[src/rtl/instr_fetch_buffer_if.sv]
// Decode-side handshake of the fetch buffer: head instruction, its byte address, valid/ready.
interface instr_fetch_buffer_if #(
    parameter int ADDR_WIDTH = 32
);
    logic [31:0]           instr;
    logic [ADDR_WIDTH-1:0] instr_addr;
    logic                  instr_valid;
    logic                  instr_ready;

    modport master (
        output instr,
        output instr_addr,
        output instr_valid,
        input  instr_ready
    );

    modport slave (
        input  instr,
        input  instr_addr,
        input  instr_valid,
        output instr_ready
    );
endinterface

[src/rtl/instr_fetch_buffer.sv]
// Fetch stage: drives ROM address, captures 1-cycle-latency data into a small FIFO toward decode.
// First word valid 2 cycles after issue; issue stalls when buffered + in-flight words would overflow.
module instr_fetch_buffer #(
    parameter int                    ADDR_WIDTH = 32,
    parameter logic [ADDR_WIDTH-1:0] BOOT_ADDR  = '0,
    parameter int                    FIFO_DEPTH = 2
) (
    input  logic                  clk_i,
    input  logic                  rst_i,
    output logic [ADDR_WIDTH-1:0] rom_addr_o,
    input  logic [31:0]           rom_rdata_i,
    input  logic                  jmp_i,
    input  logic [ADDR_WIDTH-1:0] jmp_addr_i,
    instr_fetch_buffer_if.master  dec_if
);
    localparam int                CW        = $clog2(FIFO_DEPTH);
    localparam logic [CW+1:0]     OCC_LIMIT = (CW+2)'(FIFO_DEPTH);
    localparam logic [CW:0]       CNT_MAX   = (CW+1)'(FIFO_DEPTH);

    logic [ADDR_WIDTH-1:0] pc_q, pc_d;
    logic                  inflight_q, inflight_d;
    logic [ADDR_WIDTH-1:0] inflight_addr_q, inflight_addr_d;
    logic [CW:0]           count_q, count_d;
    logic [CW-1:0]         rd_ptr_q, rd_ptr_d;
    logic [CW-1:0]         wr_ptr_q, wr_ptr_d;
    logic [31:0]           data_q [FIFO_DEPTH];
    logic [ADDR_WIDTH-1:0] addr_q [FIFO_DEPTH];

    logic          pop;
    logic          push;
    logic          issue;
    logic [CW+1:0] occ;

    assign rom_addr_o         = pc_q;
    assign dec_if.instr_valid = (count_q != '0);
    assign dec_if.instr       = data_q[rd_ptr_q];
    assign dec_if.instr_addr  = addr_q[rd_ptr_q];

    always_comb begin
        pop   = (count_q != '0) && dec_if.instr_ready;
        push  = inflight_q && !jmp_i;
        // Occupancy the FIFO will hold after this edge, counting the word returning now.
        occ   = {1'b0, count_q} + (CW+2)'(inflight_q) - (CW+2)'(pop);
        issue = !jmp_i && (occ < OCC_LIMIT);

        pc_d            = pc_q;
        inflight_d      = 1'b0;
        inflight_addr_d = inflight_addr_q;
        count_d         = count_q;
        rd_ptr_d        = rd_ptr_q;
        wr_ptr_d        = wr_ptr_q;

        if (jmp_i) begin
            pc_d     = jmp_addr_i & ~ADDR_WIDTH'(3);
            count_d  = '0;
            rd_ptr_d = '0;
            wr_ptr_d = '0;
        end else begin
            if (issue) begin
                inflight_d      = 1'b1;
                inflight_addr_d = pc_q;
                pc_d            = pc_q + ADDR_WIDTH'(4);
            end
            if (push) begin
                wr_ptr_d = wr_ptr_q + CW'(1);
            end
            if (pop) begin
                rd_ptr_d = rd_ptr_q + CW'(1);
            end
            count_d = count_q + (CW+1)'(push) - (CW+1)'(pop);
        end
    end

    always_ff @(posedge clk_i or posedge rst_i) begin
        if (rst_i) begin
            pc_q            <= BOOT_ADDR;
            inflight_q      <= 1'b0;
            inflight_addr_q <= '0;
            count_q         <= '0;
            rd_ptr_q        <= '0;
            wr_ptr_q        <= '0;
            for (int i = 0; i < FIFO_DEPTH; i++) begin
                data_q[i] <= '0;
                addr_q[i] <= '0;
            end
        end else begin
            pc_q            <= pc_d;
            inflight_q      <= inflight_d;
            inflight_addr_q <= inflight_addr_d;
            count_q         <= count_d;
            rd_ptr_q        <= rd_ptr_d;
            wr_ptr_q        <= wr_ptr_d;
            if (push) begin
                data_q[wr_ptr_q] <= rom_rdata_i;
                addr_q[wr_ptr_q] <= inflight_addr_q;
            end
        end
    end

    assert property (@(posedge clk_i) disable iff (rst_i) count_q <= CNT_MAX);

endmodule

[src/flat_wrapper.sv]
// flat-port wrapper written by rule: the top's interface ports become plain ports
module instr_fetch_buffer_flat 
#(
    parameter int                    ADDR_WIDTH = 32,
    parameter logic [ADDR_WIDTH-1:0] BOOT_ADDR  = '0,
    parameter int                    FIFO_DEPTH = 2
)
  (clk_i, rst_i, rom_addr_o, rom_rdata_i, jmp_i, jmp_addr_i, dec_if_instr, dec_if_instr_addr, dec_if_instr_valid, dec_if_instr_ready);
  instr_fetch_buffer_if #(.ADDR_WIDTH(ADDR_WIDTH)) dec_if_i ();
  input  logic clk_i;
  input  logic rst_i;
  output logic [ADDR_WIDTH-1:0] rom_addr_o;
  input  logic [31:0] rom_rdata_i;
  input  logic jmp_i;
  input  logic [ADDR_WIDTH-1:0] jmp_addr_i;
  output wire logic [$bits(dec_if_i.instr)-1:0] dec_if_instr;
  output wire logic [$bits(dec_if_i.instr_addr)-1:0] dec_if_instr_addr;
  output wire logic [$bits(dec_if_i.instr_valid)-1:0] dec_if_instr_valid;
  input wire logic [$bits(dec_if_i.instr_ready)-1:0] dec_if_instr_ready;
  assign dec_if_instr = dec_if_i.instr;
  assign dec_if_instr_addr = dec_if_i.instr_addr;
  assign dec_if_instr_valid = dec_if_i.instr_valid;
  assign dec_if_i.instr_ready = dec_if_instr_ready;
  instr_fetch_buffer #(.ADDR_WIDTH(ADDR_WIDTH), .BOOT_ADDR(BOOT_ADDR), .FIFO_DEPTH(FIFO_DEPTH)) u_core (.clk_i(clk_i), .rst_i(rst_i), .rom_addr_o(rom_addr_o), .rom_rdata_i(rom_rdata_i), .jmp_i(jmp_i), .jmp_addr_i(jmp_addr_i), .dec_if(dec_if_i));
endmodule
[config.mk]
export PLATFORM = sky130hd
export DESIGN_NAME = instr_fetch_buffer_flat
export DESIGN_NICKNAME = d
export VERILOG_FILES = /design/src/rtl/instr_fetch_buffer_if.sv /design/src/rtl/instr_fetch_buffer.sv /design/src/flat_wrapper.sv
export SDC_FILE = /design/constraint.sdc
export NUM_CORES = 1
export LEC_CHECK = 0
export CAP_MARGIN = 40
export CORE_ASPECT_RATIO = 1.2
export CORE_UTILIZATION = 30
export CTS_CLUSTER_DIAMETER = 150
export DETAILED_ROUTE_END_ITERATION = 10
export GPL_TIMING_DRIVEN = 0
export PLACE_DENSITY_LB_ADDON = 0.05
export SYNTH_ARGS = -nofsm -noshare
export SYNTH_HDL_FRONTEND = slang
export SYNTH_SLANG_ARGS = --single-unit
[constraint.sdc]
create_clock -name clk_i -period 9.25 [get_ports clk_i]
set_input_delay 1.85 -clock clk_i [delete_from_list [all_inputs] [get_ports clk_i]]
set_output_delay 1.85 -clock clk_i [all_outputs]
set_load 0.01 [all_outputs]
==> results of run 1 <==
## state kept, by name, indices dropped and copies added (netlist names)
name                    count
u_core.data_q              64
u_core.addr_q              60
u_core.count_q              2
u_core.rom_addr_o          30
u_core.inflight_addr_q     30
u_core.wr_ptr_q             1
u_core.rd_ptr_q             1
u_core.inflight_q           1
## layer usage
| metal | track usage | routed length, µm | vias to the layer above |
|---|---|---|---|
| li1 | - | - | 2698 |
| met1 | 0.203 | 9740 | 2963 |
| met2 | 0.281 | 11700 | 122 |
| met3 | 0.0412 | 1080 | 11 |
| met4 | 0.0445 | 214 | 0 |
| met5 | 0 | 0 | - |
## stage by stage
step	cell area (µm²)	total power [µW]	utilization
6_report	11300	2970	0.403
2_1_floorplan	8560	1790	-
4_1_cts	11300	3030	0.403
3_3_place_gp	10600	2190	0.379
5_1_grt	11300	3160	0.403
3_5_place_dp	10700	2230	0.381
## power by group through the flow
stage | combinational [µW] | clock [µW] | sequential, µW
final | 916 | 775 | 1280
after global routing | 988 | 837 | 1330
after CTS | 937 | 802 | 1290
after detailed placement | 932 | 0 | 1300
after global placement | 912 | 0 | 1280
after floorplan | 537 | 0 | 1250
## layout make-up
type,count,area share
multi-input cells,410,0.322
well taps,379,0.0421
inverters,9,0.00366
plain buffers,40,0.0153
clock buffers,19,0.0402
repair buffers,159,0.143
clock inverters,13,0.0147
flip-flops and latches,189,0.420
## critical path: cells and delay by family (launching register included)
kind	cells	cell delay, ns
buffers and inverters	3	1.72
flip-flops	1	0.32
multiplexers	1	0.41
## cells by family (layout without fill, tap and decap cells)
family,count (synthesis),after routing
XOR/XNOR,16,16
flip-flops,189,189
adder cells (fa/ha/maj),3,3
multiplexers,218,218
AND/OR/NAND/NOR,121,121
buffers and inverters,49,240
AO/OA/AOI/OAI,48,48
other,1,4
## placed cells by master, fill, tap and decap left out, types with 3 or more instances in the layout
| cell type | instances |
|---|---|
| clkbuf_16 | 17 |
| buf_2 | 6 |
| nand2_1 | 30 |
| bufinv_16 | 3 |
| clkinv_4 | 5 |
| clkdlybuf4s50_1 | 158 |
| or2_2 | 3 |
| buf_1 | 8 |
| nor4_1 | 7 |
| clkinv_2 | 3 |
| nor2_1 | 23 |
| inv_1 | 8 |
| a31oi_1 | 14 |
| xor2_1 | 8 |
| dfrtp_1 | 189 |
| o21ai_0 | 13 |
| o41ai_1 | 5 |
| or4_2 | 3 |
| or4_1 | 13 |
| nand3_1 | 15 |
| nor2b_1 | 3 |
| xnor2_1 | 8 |
| conb_1 | 4 |
| nand4_1 | 8 |
| o31ai_1 | 9 |
| o211ai_1 | 3 |
| mux2_2 | 216 |
| buf_4 | 4 |
| clkbuf_1 | 22 |
| or4b_1 | 3 |
## path summary, 6_finish.rpt
check | startpoint | to | slack [ns] | cells past startpoint
max | u_core.rd_ptr_q | dec_if_instr[31] | 4.52 | 4
min | u_core.addr_q[63] | u_core.addr_q[63] | 0.50 | 1
max reg2reg | u_core.count_q[1] | u_core.rom_addr_o[13] | 5.88 | 10
min reg2reg | u_core.addr_q[63] | u_core.addr_q[63] | 0.50 | 1
max in group asynchronous | rst_i | u_core.rom_addr_o[9] | 6.36 | 3
min in group asynchronous | rst_i | u_core.data_q[35] | 1.90 | 2
==> summary.txt, run 1 <==
Post-Synth Adder-Cell Area: 0.00527
measured slew at the worst slew-check pin: 0.861 ns
die height: 187 µm
post-synthesis compound-gate area fraction: 0.0373
Post-Route WL: 22700 µm
Setup violations, final: 0
Seq/Total Area, Yosys: 0.553
routability congestion estimate: 0.742
Clk network pwr share: 0.260
die area: 29200 µm²
NetSw: 823 µW
unrepaired setup endpoints after global routing: false
sw frac: 0.277
crit share post-route: 0.512
YS warnings: 0
io pins: 165
Worst-Skew Late Latency: 0.43 ns
global-route wire length before repair: 36200 µm
layout filler cell count: 2751
# diodes: 0
cts hold-fix bufs: 0
async set-reset flop share out of synthesis: 1.00
clk buf depth: 2
CTS tree: built
part of the power in registers: 0.432
number of synthesized flops with an enable pin: 0
Worst Skew: 0.0105 ns
Residual DRC: 0
fin worst setup slack: 4.52 ns
drt pass-1 iters: 4
fin nets: 897
slowest stage delay, CP: 0.66 ns
Peak Freq: 0.211 GHz
Gate power share: 0.308
Synth Area in Simple Gates: 0.0768
placement-stage worst setup slack: 4.20 ns
total clock sinks: 189
port bufs: 158
largest fanout on the critical path: 10
post-synthesis mux area share: 0.287
core area: 28000 µm²
mapped cell area: 8550 µm²
Crit. End Element: output pin
worst hold margin: 0.501 ns
Synth area leader: dfrtp_1
Die Span X: 156 µm
# Post-CTS Setup Buffers: 0
hpwl dp: 15900 µm
Cells after DPL: 1186
Yosys top cell area share: 0.553
H-Tree Depth: 4
antenna violations before repair: 1
Post-Synth XOR/XNOR Area: 0.0164
Mapped Cells: 645
normalized max-slew margin: 0.426
effective utilization at floorplan: 0.305
crit path time final: 4.73 ns
Max IR drop VDD: 119 µV
status: complete, no violations
layout cells sized above 1: 0.322
Root Buffer: clkbuf_16
Clock transition at path regs: 0.07 ns
Commonest cells post-synth: 216 x mux2_2, 189 x dfrtp_1, 30 x nand2_1
Syn Area/Cell: 13.3 µm²
routed vias: 5794
Routed Antenna Nets: 0
DR WL/cell: 18.6 µm
final std cells w/o fill: 1218
Area Growth Syn to Fin: 31.8%
initial drt markers: 240
Setup CP Type: flop to output pin
Hold WC Path Type: flop to flop
main combinational cell family by area after synthesis: multiplexers
Hold Vio Cnt, Final: 0
# resized after CTS: 0
Int Pwr: 2150 µW
multi-input logic area: 3630 µm²
std cell rows: 67
vias in the first global route: 6325
FF/Latch Area: 4730 µm²
grt ovf: 0
#FFs+latches synth: 189
Max Cap Viol: 0
CP cell instances: clkbuf_1 > buf_1 > mux2_2 > clkdlybuf4s50_1
top area cells in the synthesized netlist: dfrtp_1 55%, mux2_2 28%, nand2_1 1.3%, or4_1 1.1%, a31oi_1 1.0%
pwr dens: 264 nW/µm²
Critical Path RT: 7.40 ns
cts bufs inserted: 17
largest net degree at the start of global routing: 108
Vias/cell: 4.76
leak pwr: 0.00449 µW
count leader, synth: mux2_2
startpoint class of the critical path: flop
Data arrival, critical path: 2.88 ns
Distinct cells, synth: 41
Total GRT Usage: 0.164
Pins Over Slew Limit: 0
Synth Flop Type: dfrtp_1
setup TNS: 0 ns
slowest CP cell: buf_1
(Power assumes the default switching activity.)
==> run 2, diff against run 1 <==
Clock period 9.25 ns to 4.2 ns, I/O delays scaled along.
==> run 2 against run 1 <==
Effect of this change:
- via count increased by 0.90%
- clock skew rose by 0.0022 ns
- highest routed layer unchanged
- die area unchanged
- core utilization is 0.12 points higher
- setup slack worse by 4.1 ns
- first-iteration DRC count decreased by 13%
- power is 120% higher
- flip-flop and latch count did not move
- sequential share of layout area is 0.13 points lower
- clock power rose by 110%
- largest cell class unchanged
- sequential power up 120%
- critical endpoint is now dec_if_instr_addr[26]
- final cell count increased by 0.41%
==> summary.txt, run 2 (synthesis results as in run 1) <==
status: complete, no violations
DR WL/cell: 18.5 µm
Crit. End Element: output pin
multi-input logic area: 3630 µm²
initial drt markers: 209
Residual DRC: 0
Pins Over Slew Limit: 0
die area: 29200 µm²
setup TNS: 0 ns
measured slew at the worst slew-check pin: 0.843 ns
hpwl dp: 16200 µm
unrepaired setup endpoints after global routing: false
placed instance area: 10700 µm²
most common cell after layout, fill and taps aside: mux2_2
Final Util: 0.404
crit share post-route: 0.894
layout filler cell count: 2735
core area: 28000 µm²
Hold WC Path Type: flop to flop
Hold Path Sink: u_core.data_q[22]
routed vias: 5846
crit path time final: 3.76 ns
Largest regs: u_core.data_q x64, u_core.addr_q x60
Routed Antenna Nets: 0
Worst-Skew Late Latency: 0.43 ns
drt pass-1 iters: 4
leak pwr: 0.00449 µW
normalized max-slew margin: 0.438
clk buf depth: 2
layout cells sized above 1: 0.323
Max IR drop VDD: 240 µV
effective utilization at floorplan: 0.305
global-route wire length before repair: 36300 µm
Largest Register: u_core.data_q
io pins: 165
worst flop-to-flop path startpoint: u_core.count_q[1]
Hold Path Cell Cnt: 1
Hold Startpoint: u_core.data_q[22]
Setup CP Type: flop to output pin
cts hold-fix bufs: 0
R2R setup slack: 0.79 ns
RR Endpoint: u_core.rom_addr_o[13]
Peak Freq: 0.266 GHz
Worst Skew: 0.0127 ns
largest fanout on the critical path: 10
R2R depth: 10
placement-stage worst setup slack: 0.102 ns
Vias/cell: 4.78
Max Cap Viol: 0
Design Area, Final: 11300 µm²
fin nets: 901
Die Span X: 156 µm
CTS tree: built
antenna violations before repair: 2
Area Growth Syn to Fin: 32.2%
FF/Latch Area: 4730 µm²
vias in the first global route: 6304
# Post-CTS Setup Buffers: 0
H-Tree Depth: 4
die height: 187 µm
Root Buffer: clkbuf_16
largest net degree at the start of global routing: 38
grt ovf: 0
number of flip-flops in the largest register: 64
pwr dens: 571 nW/µm²
Hold Vio Cnt, Final: 0
Data arrival, critical path: 2.92 ns
# resized after CTS: 0
routability congestion estimate: 0.760
Total GRT Usage: 0.164
fin worst setup slack: 0.445 ns
Critical Path RT: 3.36 ns
port bufs: 158
std cell rows: 67
startpoint class of the critical path: flop
Clock transition at path regs: 0.07 ns
Setup violations, final: 0
highest-count cells in the layout ignoring fill and taps: 216 x mux2_2, 189 x dfrtp_1, 158 x clkdlybuf4s50_1, 30 x nand2_1, 24 x clkbuf_1
total clock sinks: 189
cts bufs inserted: 17
Post-Route WL: 22700 µm
[run 2: cell types whose count changed in the layout (fill, tap and decap cells not counted), moves of 2 or more]
cell | before | now
buf_12 | 0 | 5
clkinv_4 | 5 | 2
clkinv_2 | 3 | 0
bufinv_16 | 3 | 1
clkbuf_1 | 22 | 24
clkinvlp_4 | 1 | 5
[run 2: worst max path at each step]
stage / from / end / slack, ns / cells past startpoint
2_1_floorplan: rst_i / u_core.addr_q[10] / 0.93 / 1
3_3_place_gp: rst_i / u_core.addr_q[40] / -0.65 / 2
3_5_place_dp: dec_if_instr_ready / u_core.rom_addr_o[13] / 0.10 / 10
4_1_cts: u_core.rd_ptr_q / dec_if_instr_addr[27] / 0.30 / 4
5_1_grt: u_core.rd_ptr_q / dec_if_instr_addr[27] / 0.27 / 4
6_report: u_core.rd_ptr_q / dec_if_instr_addr[26] / 0.44 / 4
[run 2: power breakdown]
group	switching, µW	leakage, µW	total, µW	internal (µW)
registers	358	0.00224	2830	2470
clock network	754	0.000270	1610	853
logic	721	0.00198	2020	1300
total	1830	0.00449	6450	4620
[run 2: final cells by class]
cell class	instances	area share
Buffer	40	0.0153
Multi-Input combinational cell	410	0.321
Tap cell	379	0.0419
Inverter	9	0.00332
Clock inverter	12	0.0118
Timing Repair Buffer	163	0.149
Sequential cell	189	0.418
Clock buffer	20	0.0395
Antenna cell	1	0.000221
[run 2: critical path, stage by stage, from the launching register on]
cell and delay [ns]:
dfrtp_1 0.32, clkbuf_1 0.54, buf_1 0.70, mux2_2 0.41, clkdlybuf4s50_1 0.51
[run 2: layer usage]
metal	track usage	wire length (µm)	vias to the layer above
li1	-	-	2715
met1	0.200	9580	2972
met2	0.281	11500	141
met3	0.0431	1200	18
met4	0.0475	368	0
met5	0	0	-
[run 2: through the flow]
step                      total power [µW]  instances  hold WS, ns
after floorplan                       3940        648        0.474
after global placement                4830       1185        0.481
after detailed placement              4920       1190        0.487
after CTS                             6570       1222        0.505
after global routing                  6860       1222        0.512
final                                 6450       1223        0.502
